**src/rtl/fixed2float_pkg.sv**
```systemverilog
// Shared constants and types for the Q17.26 -> binary16 converter.
package fixed2float_pkg;

  // Input fixed-point format
  localparam int FIXED_W  = 44;
  localparam int FRAC_W   = 26;

  // binary16 field layout
  localparam int EXP_BIAS = 15;
  localparam int EXP_W    = 5;
  localparam int MANT_W   = 10;
  localparam int HALF_W   = 1 + EXP_W + MANT_W;

  // Largest biased exponent that is still finite
  localparam int EXP_MAX  = 30;

  // Leading-one positions that map onto normal exponents 1..30
  localparam int MIN_NORM_POS = FRAC_W - EXP_BIAS + 1;        // 12
  localparam int MAX_NORM_POS = FRAC_W - EXP_BIAS + EXP_MAX;  // 41

  // Priority encoder geometry: bit 43 of the magnitude is only ever set
  // for -2^43, which saturates anyway, so the encoder spans bits 42..0.
  localparam int LOD_W = FIXED_W - 1;
  localparam int IDX_W = 6;

  // Saturation pattern (largest finite magnitude)
  localparam logic [EXP_W-1:0]  SAT_EXP  = 5'h1E;
  localparam logic [MANT_W-1:0] SAT_MANT = 10'h3FF;

  typedef struct packed {
    logic              sign;
    logic [EXP_W-1:0]  exp;
    logic [MANT_W-1:0] mant;
  } half_t;

  // Assemble a half-precision word from its fields.
  function automatic half_t pack_half(input logic              sign,
                                      input logic [EXP_W-1:0]  exp,
                                      input logic [MANT_W-1:0] mant);
    half_t h;
    h.sign = sign;
    h.exp  = exp;
    h.mant = mant;
    return h;
  endfunction

endpackage

```
**src/rtl/fixed2float_conv_lead_one_det43.sv**
```systemverilog
// Combinational 43-bit priority encoder: index of the highest set bit
// plus an all-zero flag. Index is 0 when the vector is zero.
module lead_one_det43
  import fixed2float_pkg::*;
(
  input  logic [LOD_W-1:0] i_vec,
  output logic [IDX_W-1:0] o_index,
  output logic             o_zero
);

  assign o_zero = ~|i_vec;

  // Scan upward so the highest set bit is the last one to claim the index.
  always_comb begin
    o_index = '0;
    for (int i = 0; i < LOD_W; i++) begin
      o_index = i_vec[i] ? IDX_W'(i) : o_index;
    end
  end

endmodule

```
**src/rtl/fixed2float_conv.sv**
```systemverilog
// Two-stage pipelined converter from signed Q17.26 fixed point to
// IEEE-754 binary16. Truncates toward zero, saturates to the largest
// finite value on overflow and flushes small magnitudes to +0.
module fixed2float_conv
  import fixed2float_pkg::*;
(
  input  logic               clk,
  input  logic               reset_n,
  input  logic [FIXED_W-1:0] fixed_in,
  output logic [HALF_W-1:0]  float_out
);

  // ---------------- Stage 1: sign and magnitude ----------------
  logic               w_sign;
  logic [FIXED_W-1:0] w_mag;
  logic               r_sign;
  logic [FIXED_W-1:0] r_mag;

  assign w_sign = fixed_in[FIXED_W-1];
  // 44-bit negate: -2^43 becomes 2^43 with bit 43 set, caught as overflow.
  assign w_mag  = w_sign ? (~fixed_in + FIXED_W'(1)) : fixed_in;

  // Capture sign and absolute value of the incoming sample.
  always_ff @(posedge clk or negedge reset_n) begin
    if (!reset_n) begin
      r_sign <= 1'b0;
      r_mag  <= '0;
    end else begin
      r_sign <= w_sign;
      r_mag  <= w_mag;
    end
  end

  // ---------------- Stage 2: normalise and pack ----------------
  logic [IDX_W-1:0]  w_lod_idx;
  logic              w_lod_zero;
  logic [LOD_W-1:0]  w_norm;
  logic [IDX_W-1:0]  w_exp_full;
  logic [MANT_W-1:0] w_mant;
  half_t             w_half;
  half_t             r_float;

  lead_one_det43 u_lod (
    .i_vec   (r_mag[LOD_W-1:0]),
    .o_index (w_lod_idx),
    .o_zero  (w_lod_zero)
  );

  // Left-justify so the leading one lands on bit 42; the ten bits below it
  // are the stored mantissa and everything lower is dropped.
  assign w_norm     = r_mag[LOD_W-1:0] << (IDX_W'(LOD_W - 1) - w_lod_idx);
  assign w_mant     = w_norm[LOD_W-2 -: MANT_W];
  assign w_exp_full = w_lod_idx - IDX_W'(FRAC_W - EXP_BIAS);

  // Choose between saturation, flush-to-zero and the normal encoding.
  always_comb begin
    w_half = '0;
    if (r_mag[FIXED_W-1] || (w_lod_idx > IDX_W'(MAX_NORM_POS))) begin
      w_half = pack_half(r_sign, SAT_EXP, SAT_MANT);
    end else if (w_lod_zero || (w_lod_idx < IDX_W'(MIN_NORM_POS))) begin
      w_half = '0;
    end else begin
      w_half = pack_half(r_sign, w_exp_full[EXP_W-1:0], w_mant);
    end
  end

  // Register the packed half-precision result.
  always_ff @(posedge clk or negedge reset_n) begin
    if (!reset_n) begin
      r_float <= '0;
    end else begin
      r_float <= w_half;
    end
  end

  assign float_out = r_float;

endmodule

```
**config.mk**
```make
export PLATFORM = sky130hd
export DESIGN_NAME = fixed2float_conv
export DESIGN_NICKNAME = d
export VERILOG_FILES = /design/src/rtl/fixed2float_pkg.sv /design/src/rtl/fixed2float_conv_lead_one_det43.sv /design/src/rtl/fixed2float_conv.sv
export SDC_FILE = /design/constraint.sdc
export NUM_CORES = 1
export LEC_CHECK = 0
export CAP_MARGIN = 20
export CORE_MARGIN = 2
export CORE_UTILIZATION = 50
export DETAILED_ROUTE_END_ITERATION = 12
export PLACE_DENSITY = 0.83
export SLEW_MARGIN = 40
export SYNTH_ARGS = -nofsm -noshare
export SYNTH_HDL_FRONTEND = slang
export SYNTH_HIERARCHICAL = 1
export SYNTH_SLANG_ARGS = --single-unit
```
**constraint.sdc**
```tcl
create_clock -name clk -period 12 [get_ports clk]
set_input_delay 3.6 -clock clk [delete_from_list [all_inputs] [get_ports clk]]
set_output_delay 3.6 -clock clk [all_outputs]
set_load 0.05 [all_outputs]
```
# Word level (Yosys, flattened, before mapping)
# Index checks and enable logic that the tools add are counted.
# Widths: inputs -> output; s select.
[op_classes]
bitwise = 1
n_lt_le_gt_ge = 2
add_sub_neg = 3
shift = 1
n_mux = 45
n_reduce_logical = 4
[ops]
columns = ["operator", "count"]
rows = [
  ["$mux 6", 41],
  ["$add 44x1->44 const B", 1],
  ["$mux 44", 1],
  ["$not 44->44", 1],
  ["$reduce_or 43->1", 1],
  ["$shl 43x6->42", 1],
  ["$mux 16", 2],
  ["$gt 6x6->1 const B", 1],
  ["$lt 6x4->1 const B", 1],
  ["$sub 6x6->6 const A", 1],
  ["$sub 5x4->5 const B", 1],
  ["$logic_or 1x1->1", 2],
  ["$logic_not 1->1", 1],
  ["$mux 1", 1],
]
[word_totals]
input_bits = 46
regBits = 61
wordCells = 61

# Logic depth before layout (Yosys ltp)
[logic_depth]
depth_word = 46
ltp_mapped = 19
ltp_nobuf = 13

# By module
# The synthesis kept the hierarchy.
[by_module_without_submodules]
columns = ["module", "area_per_inst_um2", "cells_each", "instances"]
rows = [
  ["fixed2float_conv", 4406.7, 426, 1],
  ["lead_one_det43", 529.3, 87, 1],
]

# Worst setup path before layout
# OpenSTA, ideal clock, no wires.
[synth_timing]
path_kind = "input-to-reg"
startpoint = "input fixed_in[8]"
endpoint = "register r_mag[34]"
t_arrival_ns = 5.523
required_ns = 11.920
path_slack_ns = 6.397
setup_time_ns = 0.080
stages = 6
n_path_buf = 0
path_cell_list = "or4_4 > or3_4 > or3_4 > or3_4 > o41ai_4 > xnor2_1"
[synth_between]
elab_chain_cells = 3
[synth_rtl]
columns = ["element", "line_no", "source"]
rows = [
  ["start, declared", "fixed2float_conv.sv:9", "input logic [FIXED_W-1:0] fixed_in,"],
  ["$not 44->44", "fixed2float_conv.sv:21", "assign w_mag = w_sign ? (~fixed_in + FIXED_W'(1)) : fixed_in;"],
  ["$add 44x1->44", "fixed2float_conv.sv:21", ""],
  ["$mux 44", "fixed2float_conv.sv:21", ""],
  ["net w_mag[34]", "fixed2float_conv.sv:15", "logic [FIXED_W-1:0] w_mag;"],
  ["end signal, assigned", "fixed2float_conv.sv:30", "r_mag <= w_mag;"],
  ["end, declared", "fixed2float_conv.sv:17", "logic [FIXED_W-1:0] r_mag;"],
]
# The timed path passes the listed nets, and every way through them passes these cells.

# Final worst setup path
[layout_timing]
startpoint = "input fixed_in[24]"
endpoint = "register r_mag[38]"
# The elaborated chain is that of the path after synthesis.

==> summary.md <==
| Metric | Value |
|---|---|
| Status | finished clean |
| ANT cells | 0 |
| Largest cells by area after synthesis | dfrtp_1 31%, mux2i_1 11%, mux4_2 9.1%, xnor2_1 7.8%, o21ai_0 4.2% |
| DP HPWL | 9.08 mm |
| Die area | 10700 um2 |
| Fraction of final layout cells sized beyond drive strength 1 | 0.134 |
| RSZ-0062 raised after global routing | no |
| Cts hold-fix bufs | 0 |
| Final WL | roughly 12 mm |
| Area of the multi-input gates | 3270 um2 |
| Routed via count | 4268 |
| Worst-skew pair later-pin latency | around 0.35 ns |
| Synth warn | 6 |
| CTS buffer count | 9 |
| Most frequent cells after synthesis | 61 x dfrtp_1, 54 x mux2i_1, 48 x nand2_1 |
| 1st-iter DRT viols | roughly 290 |
| Post-synth EDFFs | 0 |
| Mux contribution to synthesized area | 0.212 |
| GRT overflow | 0 |
| Relative slew margins | 0.441 |
| Synthesis-stage register bit count | 61 |
| PostCTS Resize Cnt | 0 |
| CP Launch Point | fixed_in[24] |
| Clock root buffer master | clkbuf_8 |
| Ys async rst share | 1.00 |
| Syn Area/Cell | 9.62 um2 |
| Pwr dens | 154 nW/um2 |
| Syn Std Cell Area | 4940 um2 |
| Clock skew | ~0.015 ns |
| Maximum clock rate | roughly 170 MHz |
| Top-count cell post-synth | dfrtp_1 |
| Global-route wire length before repair | 19.4 mm |
| Post-synthesis xor/xnor area fraction | 0.0869 |
| Routed wire per std cell | 17.1 um |
| Hold Vio Cnt, Final | 0 |
| Buffers on Ports | 61 |
| HP Class | flip-flop to flip-flop |
| Startpoint types | input port |
| Register area | 1530 um2 |
| Setup violations, final | 0 |
| Chip width | 103 um |
| CTS tree | yes |
| Worst-path cell chain | clkdlybuf4s50_1 -> or4_4 -> or4_4 -> nor3_1 -> nand2_1 -> o41ai_1 -> xnor2_1 |
| Vias in the first global route | 4023 |
| MaxCap Viol Count | 0 |
| Post-Synth Simple-Gate Area | 0.170 |
| Yosys cell types | 65 |
| Total power | 910 uW |
| CP max-delay cell | or4_4 |
| Register area share after synthesis | 0.309 |
| Most frequent CP cell | or4_4 |
| Clock Tree Buf Depth | 2 |
| Net count after synthesis | 564 |
| Pin count of the biggest net entering global routing | 62 |
| CORE AREA | 9680 um2 |
| Min-delay src | r_sign$_DFF_PN0_ |
| Clock sink count | between 60 and 70 |
| Synth Instances | approximately 510 |
| Final ANT Viol Nets | 0 |
| Cell type with the highest aggregate area in the netlist | dfrtp_1 |
| # IOs | 62 |
| Initial antenna violation count | 0 |
| Highest net fanout along the worst path | 5 |
| Core Rows | 36 |
| Max IR drop VDD | 0.0651 mV |
| CP top delay family | simple AND/OR/NAND/NOR gates |
| Pins Over Slew Limit | 0 |
| Setup TNS | 0 ns |
| Critical path class | input port to flip-flop |
| Placed inst area | about 5700 um2 |
| Vias per cell | 6.10 |
| Worst-Margin Slew | 0.833 ns |
| Adder-cell share of the synthesized area | 0.0127 |
| Initial core utilization | 0.510 |
| Layout area overhead | 19.5% |
| Worst Path Buf+Inv | 1 |
| Postcts setup bufs | 0 |
| Min cycle time layout | 5.99 ns |
| Combinational family with the most area after synthesis | multiplexers |
| Residual DRC | 0 |
| Data arrival, critical path | between 6 and 7 ns |
| CP peak stage delay | between 0.5 and 0.6 ns |
| Final cycle utilization of the critical path | 0.499 |
| Worst setup EP type | flip-flop |
| Finished Cell Area | 5900 um2 |
| # fillers | 809 |
| Reg-to-Reg Start | r_mag[5]$_DFF_PN0_ |
| Total track usage | 0.237 |
| GPL Wtd Cong | between 0.9 and 1 |
| Die H | 103 um |
| Final net count | 613 |
| Most used DFF post-synth | dfrtp_1 |
| Drt pass-1 iters | 4 |
| Worst hold slack | 0.504 ns |
| Clk slew on worst S/H paths | 0.07 ns |
| Synth Area in Compound Gates | 0.172 |
| H-tree levels | 3 |
| Leakage power | 0.00227 uW |
| Post-synth top area share | 0.309 |
| CP required | 12.27 ns |
==> routing by layer <==
metal  global-route usage  vias up  wire [um]
met5                    0        -          0
met4                0.110        0        397
met2                0.391      159       5780
met3               0.0356       29        591
met1                0.307     2040       5190
li1                     -     2040          -
==> worst reg2reg max path, delay by kind of cell, from the launching register on <==
kind,cells,cell delay [ns]
multiplexers,2,0.61
flip-flops,1,0.50
AND/OR/NAND/NOR,2,0.34
buffers and inverters,2,0.57
AO/OA/AOI/OAI,6,1.93
adder cells (fa/ha/maj),1,0.86
==> registers in the layout (all words and copies together), names as in the netlist <==
signal and flops:
r_mag 44, float_out 16, r_sign 1
==> cell type report <==
| class | count | area share |
|---|---|---|
| flip-flops and latches | 61 | 0.259 |
| clock inverters | 5 | 0.0140 |
| inverters | 14 | 0.00891 |
| multi-input cells | 410 | 0.555 |
| repair buffers | 66 | 0.110 |
| clock buffers | 11 | 0.0257 |
| well taps | 133 | 0.0282 |
==> through the flow <==
stage,cells,util,setup slack [ns]
floorplan,513,-,6.40
global placement,684,0.582,5.85
detailed placement,684,0.584,5.69
CTS,700,0.608,6.06
global route,700,0.609,5.90
finish,700,0.609,6.01
==> worst paths after layout <==
kind | slack (ns) | endpoint | cells past startpoint
worst max-delay path | 6.01 | r_mag[38]$_DFF_PN0_ | 7
worst min-delay path | 0.50 | float_out[15]$_DFF_PN0_ | 1
worst max register to register | 7.04 | float_out[0]$_DFF_PN0_ | 13
worst min register to register | 0.50 | float_out[15]$_DFF_PN0_ | 1
max in group asynchronous | 8.32 | float_out[5]$_DFF_PN0_ | 2
min in group asynchronous | 3.31 | r_mag[7]$_DFF_PN0_ | 2
==> cells by family after synthesis <==
group           Yosys count
buf+inv                  42
flops                    61
mux                      79
xor+xnor                 49
compound gates          122
simple gates            155
fa+ha+maj                 5
==> report_power, final <==
part,internal (uW),switching [uW],total [uW]
Combinational,190,246,435
Clock,128,82.9,211
Sequential,236,27.1,263
==> cells in the final DEF (no fill, tap or decap), types with 5 or more instances in the layout <==
cell type and instances:
dfrtp_1 61, clkdlybuf4s50_1 60, mux2i_1 54, nand2_1 48, xnor2_1 43, o21ai_0 40, nor2_1 27, mux4_2 20
nor3_1 18, a21oi_1 14, inv_1 13, o31ai_1 13, nor4_1 11, clkbuf_8 11, a211oi_1 6, nand2b_1 6
o211ai_1 6, mux2_2 5, o41ai_1 5
Note: power is estimated with default switching activity, not from simulation.
